`config.mk`:
```
export PLATFORM = sky130hd
export DESIGN_NAME = router_out_port_rr
export DESIGN_NICKNAME = d
export VERILOG_FILES = /design/src/rtl/router_out_port_rr.sv
export SDC_FILE = /design/constraint.sdc
export NUM_CORES = 1
export LEC_CHECK = 0
export ABC_AREA = 1
export CORE_MARGIN = 8
export CORE_UTILIZATION = 50
export DETAILED_ROUTE_END_ITERATION = 12
export GPL_TIMING_DRIVEN = 1
export PLACE_DENSITY = 0.82
export SYNTH_ARGS = -nofsm -noshare
export SYNTH_HDL_FRONTEND = slang
export SYNTH_SLANG_ARGS = --single-unit
export TNS_END_PERCENT = 10
```
`constraint.sdc`:
```
create_clock -name clk -period 6.21 [get_ports clk]
set_clock_uncertainty 0.2 [all_clocks]
set_input_delay 1.242 -clock clk [delete_from_list [all_inputs] [get_ports clk]]
set_output_delay 1.242 -clock clk [all_outputs]
set_load 0.01 [all_outputs]
```
`src/rtl/router_out_port_rr.sv`:
```
// Round-robin wormhole output port: NUM_IN channels merged onto one link through an elastic FIFO.
// Optional RAVENOC_OUT_BYPASS_EN macro: zero-latency pass-through when the FIFO is empty and downstream is ready.
//
// state     | meaning
// ST_IDLE   | no packet owns the port; heads (type 00/11) arbitrate from rr_ptr
// ST_LOCKED | owner_q holds the port until its tail (type 10) is accepted
module router_out_port_rr #(
   parameter int NUM_IN     = 4,
   parameter int FLIT_WIDTH = 34,
   parameter int FIFO_DEPTH = 4
) (
   input  logic                           clk,
   input  logic                           arst,
   input  logic [NUM_IN-1:0]              in_valid_i,
   input  logic [NUM_IN*FLIT_WIDTH-1:0]   in_data_i,
   output logic [NUM_IN-1:0]              in_ready_o,
   output logic                           out_valid_o,
   output logic [FLIT_WIDTH-1:0]          out_data_o,
   input  logic                           out_ready_i,
   output logic                           lock_o,
   output logic [NUM_IN-1:0]              grant_o,
   output logic [$clog2(FIFO_DEPTH):0]    fill_o
);
   localparam int IW = (NUM_IN > 1) ? $clog2(NUM_IN) : 1;
   localparam int AW = $clog2(FIFO_DEPTH);

   typedef enum logic {ST_IDLE, ST_LOCKED} state_t;

   state_t                state_q, state_d;
   logic [IW-1:0]         rr_ptr_q, rr_ptr_d;
   logic [IW-1:0]         owner_q, owner_d;
   logic [FLIT_WIDTH-1:0] mem_q [FIFO_DEPTH];
   logic [AW:0]           wr_ptr_q, rd_ptr_q, fill;
   logic                  full, empty;
   logic [IW-1:0]         win_idx, sel_idx;
   logic                  win_found, sel_valid, accept, bypass, fifo_wr, fifo_rd;
   logic [NUM_IN-1:0]     grant_v;
   logic [FLIT_WIDTH-1:0] sel_flit;
   logic [1:0]            sel_type;

   function automatic logic [IW-1:0] wrap_inc(input logic [IW-1:0] x);
      return (int'(x) == NUM_IN - 1) ? '0 : x + 1'b1;
   endfunction

   assign fill  = wr_ptr_q - rd_ptr_q;
   assign full  = (fill == (AW+1)'(FIFO_DEPTH));
   assign empty = (fill == '0);

   // Head-type flits (00 or 11) have equal type bits.
   always_comb begin
      int idx;
      logic [1:0] typ;
      win_found = 1'b0;
      win_idx   = '0;
      for (int k = 0; k < NUM_IN; k++) begin
         idx = int'(rr_ptr_q) + k;
         if (idx >= NUM_IN) idx = idx - NUM_IN;
         typ = in_data_i[idx*FLIT_WIDTH + FLIT_WIDTH-2 +: 2];
         if (!win_found && in_valid_i[idx] && (typ[1] == typ[0])) begin
            win_found = 1'b1;
            win_idx   = IW'(idx);
         end
      end
   end

   always_comb begin
      sel_idx   = (state_q == ST_LOCKED) ? owner_q : win_idx;
      sel_valid = (state_q == ST_LOCKED) ? in_valid_i[owner_q] : win_found;
      sel_flit  = in_data_i[int'(sel_idx)*FLIT_WIDTH +: FLIT_WIDTH];
      sel_type  = sel_flit[FLIT_WIDTH-1 -: 2];
      grant_v   = '0;
      if (state_q == ST_LOCKED || win_found) grant_v[sel_idx] = 1'b1;
   end

   // Outputs forced quiet while reset is held, even if upstream still shows valid.
   assign grant_o    = arst ? grant_v : '0;
   assign in_ready_o = (arst && !full) ? grant_v : '0;
   assign accept     = sel_valid && arst && !full;

`ifdef RAVENOC_OUT_BYPASS_EN
   assign bypass = accept & empty & out_ready_i;
`else
   assign bypass = 1'b0;
`endif

   assign fifo_wr     = accept & ~bypass;
   assign fifo_rd     = ~empty & out_ready_i;
   assign out_valid_o = ~empty | bypass;
   assign out_data_o  = !empty ? mem_q[rd_ptr_q[AW-1:0]] : (bypass ? sel_flit : '0);
   assign fill_o      = fill;
   assign lock_o      = (state_q == ST_LOCKED);

   always_comb begin
      state_d  = state_q;
      owner_d  = owner_q;
      rr_ptr_d = rr_ptr_q;
      if (accept) begin
         case (state_q)
            ST_IDLE: begin
               if (sel_type == 2'b00) begin
                  state_d = ST_LOCKED;
                  owner_d = win_idx;
               end else if (sel_type == 2'b11) begin
                  rr_ptr_d = wrap_inc(win_idx);
               end
            end
            ST_LOCKED: begin
               if (sel_type == 2'b10) begin
                  state_d  = ST_IDLE;
                  rr_ptr_d = wrap_inc(owner_q);
               end
            end
            default: state_d = ST_IDLE;
         endcase
      end
   end

   always_ff @(posedge clk or negedge arst) begin
      if (!arst) begin
         state_q  <= ST_IDLE;
         owner_q  <= '0;
         rr_ptr_q <= '0;
         wr_ptr_q <= '0;
         rd_ptr_q <= '0;
      end else begin
         state_q  <= state_d;
         owner_q  <= owner_d;
         rr_ptr_q <= rr_ptr_d;
         if (fifo_wr) wr_ptr_q <= wr_ptr_q + 1'b1;
         if (fifo_rd) rd_ptr_q <= rd_ptr_q + 1'b1;
      end
   end

   // Storage needs no reset: out_data_o is masked while the FIFO is empty.
   always_ff @(posedge clk) begin
      if (fifo_wr) mem_q[wr_ptr_q[AW-1:0]] <= sel_flit;
   end

endmodule
```
==> flow_summary.yaml, run 1 <==
status:
  status: "completed"
timing:
  rsz0062_at_grt: "false"
  finalHoldViolCount: 0
  fin_tns_setup_ps: 0
  finalSetupViolCount: 0
  relSlewSlack_pct: 50.1
  fin_crit_sh_pct: 95.8
  period_needed_ps: 5950
  fmaxAchievable_mhz: 168
  worst_pin_slew_ps: 748
  hold_ws_ps: 290
  final_max_slew_viol_count: 0
worst_setup_path:
  slowest_stage: "clkdlybuf4s50_1"
  path_cells: "buf_4 -> ha_1 -> nor2_2 -> nor2_2 -> or2_1 -> clkinv_1 -> nand2_1 -> nand2_1 -> nand2_1 -> nand2_1 -> nand2_1 -> nand2_1 -> nand2_1 -> nand3_2 -> a21oi_1 -> nand2_2 -> nand3_4 -> nand2_4 -> inv_2 -> nand2_1 -> nor3_1 -> clkdlybuf4s50_1"
  cp_num_buf_inv: 4
  worst-path-stages: 22
  critPathMostFrequentCell: "nand2_1"
  r2r_start: "rr_ptr_q[0]"
  startpoint_type: "register"
  cp_max_fo: 22
  rrSetupSlack_ps: 1250
  crit_family: "simple AND/OR/NAND/NOR gates"
  critPathArrivalTime_ps: 4510
  required_ps: 4770
  cpPeakStageDelay_ps: 570
  criticalPathCategory: "reg -> out"
  cp-end-kind: "primary output"
  reg2reg_depth: 25
  worstReg2RegEnd: "mem_q[2][21]"
drt:
  drt_iter0_drc: 911
  routed_via_density: 5.86
  route.vias.total: 9476
  drc: 0
  wirelength_mm: 32.8
  avgRoutedWirePerCell_um: 20.3
  first_pass_iters: 8
  drtAntennaViolNets: 0
synth:
  netlist-cell-type-count: 41
  yosys_warnings: 0
  synth_area_leaders: "edfxtp_1, nand2_1, nand3_1"
  syn-cell-area_sq_mm: 0.00954
  syn_avg_cell_area_sq_um: 7.90
  ys_ff_latch: 147
  synth.net_count: 1370
  post-synth-top-area-cell: "edfxtp_1"
  synth_top_area_share_pct: 42.8
  synthCells: 1208
  yosysSeqAreaShare_pct: 45.7
finish:
  fillers: 1553
  fin_nets: 1532
  final_util_pct: 65.1
  final_cell_mix: "nand2_1, nand3_1, clkdlybuf4s50_1"
  final_cells: 1617
  final_common_cell: "nand2_1"
  diodes: 0
  area_delta_synth_final_pct: 27.6
  drive_gt1_share_pct: 7.95
cts:
  cts-root-buf: "clkbuf_16"
  clk_pin_slew_ps: 60
  cts_hold_buf: 0
  cts.sinks: 147
  clk_path_buf_depth: 2
  numCtsBuffers: 17
  post_cts_resize_count: 0
  post_cts_buffers: 0
  ctsHtreeMaxLevel: 4
  clk-insertion-delay-late_ps: 410
  cts_tree: "done"
global_route:
  grt_pass1_wl_mm: 50.7
  grt_overflow_total: 0
  grt_usage_pct: 27.2
  grt_pass1_vias: 9320
  grt_max_degree: 71
  antenna_found_initial: 0
place:
  finalWeightedCongestion: 0.997
  dpl.hpwl_mm: 23.7
  port_buffers: 189
  dp.cells: 1585
worst_hold_path:
  min_from: "wr_ptr_q[2]"
  min_to: "wr_ptr_q[2]"
  min_path_type: "reg -> reg"
  worstHoldPathCells: 1
floorplan:
  initial_core_util_pct: 51.0
  ios: 190
  die_h_um: 154
  rows: 50
  dieArea_sq_mm: 0.0238
  core_sq_mm: 0.0187
  die_width_um: 154
run:
  max_cap_violations: 0
## cells in the mapped netlist (all sizes together)
master and instances:
a31oi 1, a21oi 14, buf 38, ha 18, dfrtp 11, xor2 6, a22oi 32, nand3b 1
fa 1, o21ai 65, clkinv 6, or2 3, nor2 160, o211ai 14, mux2 1, nand3 204
xnor2 3, nor3 6, o21bai 1, edfxtp 136, o32ai 34, nand2 297, nor4 1, inv 110
clkbuf 32, nand4 13
## worst register-to-register path: stages, from the launching register on
cell and delay (ps):
dfrtp_2 420, inv_2 170, ha_1 300, inv_1 200, nor2_2 180, ha_1 290
clkinvlp_4 200, nand3_1 160, nand2_1 100, nand2_1 50, nand4_1 80, nand2_1 60
nand2_1 50, nand2_1 60, nand2_1 70, nand2_1 70, o21ai_2 250, nand4_1 180
nand3_1 110, o21ai_1 100, nor2_1 220, inv_1 100, nor2_4 220, inv_1 150
nor2_2 140, buf_4 450
## state kept, by name, summed over array words and instances, names as in the netlist
signal    flops
rr_ptr_q      2
mem_q       136
rd_ptr_q      3
lock_o        1
owner_q       2
wr_ptr_q      3
## worst max-delay path by stage
stage,from,end,slack [ps]
global route,rr_ptr_q[0],grant_o[3],10
global placement,in_data_i[31],in_ready_o[2],480
floorplan,rr_ptr_q[0],mem_q[0][0],570
detailed placement,in_data_i[31],in_ready_o[0],450
CTS,rr_ptr_q[1],in_ready_o[0],240
finish,rr_ptr_q[1],in_ready_o[0],260
## metrics by stage
| stage | worst slack, ps | cell area [sq um] |
|---|---|---|
| floorplan | 572 | 9540 |
| global placement | 484 | 11600 |
| detailed placement | 454 | 11600 |
| CTS | 242 | 12200 |
| global route | 12.9 | 12200 |
| finish | 260 | 12200 |
## cell type report
class / instances / area (sq um) / area share (%)
Clock buffer: 17 / 425 / 3.49
Clock inverter: 15 / 173 / 1.42
Inverter: 116 / 443 / 3.64
Multi-Input combinational cell: 875 / 4400 / 36.2
Sequential cell: 147 / 4360 / 35.8
Tap cell: 234 / 293 / 2.41
Timing Repair Buffer: 213 / 2070 / 17.0
## routing by layer
layer	up-vias	global-route usage, %	share of wire, %
met5	-	0	0
met4	0	12.6	4.1
met3	99	6.03	10
met2	553	44.1	47
met1	4364	34.2	38
li1	4460	-	-
## cell families (layout without fill, tap and decap cells)
kind of cell / Yosys count / in the layout / synth area share, %
adders and majority gates: 19 / 19 / 2.57
DFF: 147 / 147 / 45.7
AOI/OAI and AO/OA: 161 / 161 / 11.1
xor gates and xnor gates: 9 / 9 / 0.826
muxes: 1 / 1 / 0.118
and+or+nand+nor: 685 / 685 / 31.4
buffers and inverters: 186 / 361 / 8.32
Power of run 1 is left out: the tool's default activity adds up to more than one toggle a clock period on the data nets, which glitch-free logic cannot reach.
==> run 2: changes to the inputs <==
Settings changed: CAP_MARGIN from default to 30, PLACE_DENSITY 0.82 to default, PLACE_DENSITY_LB_ADDON from default to 0.08.
==> flow_summary.yaml, run 2 (same netlist as run 1, synthesis figures left out) <==
status:
  status: "completed"
finish:
  fin_nets: 1538
  final_cell_mix: "nand2_1, nand3_1, clkdlybuf4s50_1"
  final_common_cell: "nand2_1"
  drive_gt1_share_pct: 8.28
  diodes: 0
  largest_reg_flops: 136
  area_delta_synth_final_pct: 28.2
drt:
  avgRoutedWirePerCell_um: 20.2
  drc: 0
  route.vias.total: 9311
  wirelength_mm: 32.7
  first_pass_iters: 6
  drt_iter0_drc: 899
  drtAntennaViolNets: 0
  routed_via_density: 5.74
worst_setup_path:
  path_cells: "clkinvlp_4 -> ha_1 -> buf_4 -> buf_6 -> nand2_1 -> inv_1 -> nand3_1 -> o21ai_1 -> nor2_1 -> nor2_1 -> nor2_1 -> nand2_1 -> nand3_2 -> nand2_1 -> inv_2 -> a21oi_1 -> nand2_2 -> nand3_4 -> nand2_4 -> inv_2 -> nand2_1 -> nor3_1 -> clkdlybuf4s50_1"
  cp_max_fo: 22
  r2r_start: "rr_ptr_q[0]"
  cp-end-kind: "primary output"
  reg2reg_depth: 25
  startpoint_type: "register"
  cpPeakStageDelay_ps: 560
  critPathLaunch: "rr_ptr_q[1]"
  critPathArrivalTime_ps: 4500
  slowest_stage: "clkdlybuf4s50_1"
  required_ps: 4770
  rrSetupSlack_ps: 1260
  criticalPathCategory: "reg -> out"
  worstReg2RegEnd: "mem_q[1][2]"
  critPathMostFrequentCell: "nand2_1"
floorplan:
  die_width_um: 154
  core_sq_mm: 0.0187
  initial_core_util_pct: 51.0
  rows: 50
  ios: 190
  die_h_um: 154
  dieArea_sq_mm: 0.0238
cts:
  cts_tree: "done"
  numCtsBuffers: 17
  clk-insertion-delay-late_ps: 420
  clk_pin_slew_ps: 70
  ctsHtreeMaxLevel: 4
  clk_path_buf_depth: 2
  cts-root-buf: "clkbuf_16"
  cts.sinks: 147
timing:
  rsz0062_at_grt: "true"
  worst_pin_slew_ps: 728
  final_max_slew_viol_count: 0
  fin_tns_setup_ps: 0
  finalHoldViolCount: 0
  period_needed_ps: 5940
  relSlewSlack_pct: 51.5
  finalSetupViolCount: 0
  fin_crit_sh_pct: 95.7
  fmaxAchievable_mhz: 168
worst_hold_path:
  worstHoldPathCells: 1
  min_path_type: "reg -> reg"
  min_to: "wr_ptr_q[2]"
  min_from: "wr_ptr_q[2]"
place:
  finalWeightedCongestion: 0.997
  dpl.hpwl_mm: 24.1
  port_buffers: 189
global_route:
  grt_max_degree: 71
  grt_pass1_vias: 8859
  grt_usage_pct: 27.1
  grt_overflow_total: 0
  antenna_found_initial: 0
  grt_pass1_wl_mm: 50.1
run:
  max_cap_violations: 0
run 2: worst max-delay path by stage:
stage	slack, ps	depth (start not counted)	to
2_1_floorplan	570	25	mem_q[0][0]
3_3_place_gp	460	21	in_ready_o[0]
3_5_place_dp	490	22	in_ready_o[0]
6_report	270	23	in_ready_o[0]
5_1_grt	-20	25	in_ready_o[3]
4_1_cts	140	20	in_ready_o[0]
run 2: repair_timing:
action                                  in CTS  in global routing
gates resized for setup                      0                 10
hold buffers                                 0                  0
endpoints found under the setup margin       0                  8
buffers inserted                             0                  2
run 2: layout make-up:
type	instances	area, sq um
inverters	116	443
fillers	1614	6480
flip-flops and latches	147	4360
clock buffers	18	429
multi-input cells	875	4420
well taps	234	293
clock inverters	14	139
repair buffers	219	2140
run 2: stage by stage:
stage	instance area, sq um	worst slack [ps]	instances	hold slack (ps)	utilization, %
6_report	12200	266	1623	301	65.4
5_1_grt	12200	-22.0	1623	316	65.4
4_1_cts	12200	141	1621	303	65.1
3_5_place_dp	11600	489	1589	281	62.0
3_3_place_gp	11600	465	1589	287	62.0
2_1_floorplan	9540	572	1208	265	-
run 2: routing by layer:
metal / up-vias / routed length, um / global-route usage [%] / part of all wire, %
met2: 408 / 15700 / 44.5 / 48
met4: 0 / 889 / 9.89 / 2.7
met5: - / 0 / 0 / 0
met1: 4362 / 14000 / 35.6 / 43
met3: 59 / 2120 / 4.18 / 6.5
li1: 4482 / - / - / -
run 2: critical path, delay by kind of cell, from the launching register on:
kind | cells | cell delay (ps)
buffers and inverters | 7 | 1690
AND/OR/NAND/NOR | 13 | 1250
flip-flops | 1 | 450
adder cells (fa/ha/maj) | 1 | 370
AO/OA/AOI/OAI | 2 | 300
Power of run 2 is left out for the same reason.
==> run 3: changes to the inputs <==
Settings changed: CORE_UTILIZATION 50 to 40, HOLD_SLACK_MARGIN from default to 0.05.
==> flow_summary.yaml, run 3 (same netlist as run 1, synthesis figures left out) <==
global_route:
  antenna_found_initial: 2
  grt_pass1_vias: 8789
  grt_pass1_wl_mm: 50.6
  grt_max_degree: 71
  grt_overflow_total: 0
  grt_usage_pct: 22.8
finish:
  post-route-cell-area_sq_mm: 0.0124
  fin_nets: 1537
  largest_reg_flops: 136
  area_delta_synth_final_pct: 30.3
  final_common_cell: "nand2_1"
  fillers: 2243
  final_cell_mix: "nand2_1, nand3_1, clkdlybuf4s50_1"
  drive_gt1_share_pct: 9.08
worst_setup_path:
  path_cells: "clkdlybuf4s50_1 -> inv_1 -> o21ai_0 -> nand2_1 -> nand3_1 -> nand2_1 -> nand2_1 -> nand3_1 -> nand2_1 -> inv_1 -> nand2_1 -> nand3_4 -> nand2_2 -> nand4_1 -> nand2_2 -> nand3_4 -> nand2_8 -> inv_2 -> nor2_2 -> inv_2 -> nor2_1 -> clkdlybuf4s50_1"
  cp_max_fo: 11
  slowest_stage: "clkdlybuf4s50_1"
  critPathMostFrequentCell: "nand2_1"
  required_ps: 4770
  cp-end-kind: "primary output"
  cpPeakStageDelay_ps: 540
  rrSetupSlack_ps: 1320
  cp_num_buf_inv: 6
  startpoint_type: "input pin"
  criticalPathCategory: "in -> out"
  critPathArrivalTime_ps: 4510
  crit_family: "simple AND/OR/NAND/NOR gates"
timing:
  fmaxAchievable_mhz: 168
  fin_crit_sh_pct: 95.9
  fin_ws_ps: 257
  relSlewSlack_pct: 50.9
  finalHoldViolCount: 0
  rsz0062_at_grt: "false"
  fin_tns_setup_ps: 0
  final_max_slew_viol_count: 0
  finalSetupViolCount: 0
  period_needed_ps: 5950
  worst_pin_slew_ps: 737
  hold_ws_ps: 305
floorplan:
  initial_core_util_pct: 40.6
  rows: 56
  die_width_um: 170
  dieArea_sq_mm: 0.0290
  ios: 190
  core_sq_mm: 0.0235
  die_h_um: 170
cts:
  cts_tree: "done"
  clk_pin_slew_ps: 60
  ctsHtreeMaxLevel: 4
  clk_path_buf_depth: 2
  cts.sinks: 147
  cts-root-buf: "clkbuf_16"
  clk-insertion-delay-late_ps: 420
  numCtsBuffers: 17
  post_cts_buffers: 0
place:
  finalWeightedCongestion: 1.03
  placed_cell_area_sq_mm: 0.0117
  port_buffers: 189
  dpl.hpwl_mm: 25.1
  pre_cts_slack_ps: 211
drt:
  drc: 0
  wirelength_mm: 33.6
  first_pass_iters: 6
  drtAntennaViolNets: 0
  routed_via_density: 5.47
  avgRoutedWirePerCell_um: 19.7
  drt_iter0_drc: 860
  route.vias.total: 9341
status:
  status: "completed"
worst_hold_path:
  min_path_type: "reg -> reg"
run:
  max_cap_violations: 0
run 3: changes by cell type in the layout (fill, tap and decap cells not counted), sizes merged:
cell and delta:
clkinvlp +1, inv +2, clkdlybuf4s50 -1, dlymetal6s2s +1, diode +2, buf -2, clkinv -2
run 3: final cells by class:
| class | instances | area, sq um | share of cell area [%] |
|---|---|---|---|
| Antenna cell | 2 | 5.00 | 0.0403 |
| Clock buffer | 17 | 425 | 3.42 |
| Clock inverter | 15 | 160 | 1.29 |
| Inverter | 116 | 442 | 3.55 |
| Multi-Input combinational cell | 875 | 4500 | 36.2 |
| Sequential cell | 147 | 4360 | 35.1 |
| Tap cell | 319 | 399 | 3.21 |
| Timing Repair Buffer | 218 | 2130 | 17.1 |
run 3: timing repair:
item,CTS,global route
endpoints found under the setup margin,5,8
cloned,0,0
hold buffers,0,0
resized for setup,3,29
pin swaps,0,1
run 3: worst paths after layout:
path,startpoint,to,cells after the start
max reg2reg,rr_ptr_q[1],mem_q[1][1],25
min reg2reg,wr_ptr_q[2],wr_ptr_q[2],1
min,wr_ptr_q[2],wr_ptr_q[2],1
max in group asynchronous,arst,rd_ptr_q[1],1
min in group asynchronous,arst,owner_q[0],1
max,in_data_i[31],grant_o[3],22
run 3: per-layer routing:
layer	GRT usage [%]	routed length [um]	up-vias
li1	-	-	4483
met5	0	0	-
met4	7.89	809	0
met2	36.9	16200	399
met3	3.22	2400	53
met1	30.6	14200	4406
run 3: stage by stage:
stage | util, % | instances
2_1_floorplan | - | 1208
3_3_place_gp | 49.9 | 1675
3_5_place_dp | 49.9 | 1675
4_1_cts | 52.4 | 1707
5_1_grt | 52.9 | 1709
6_report | 52.9 | 1709
Power of run 3 is left out for the same reason.
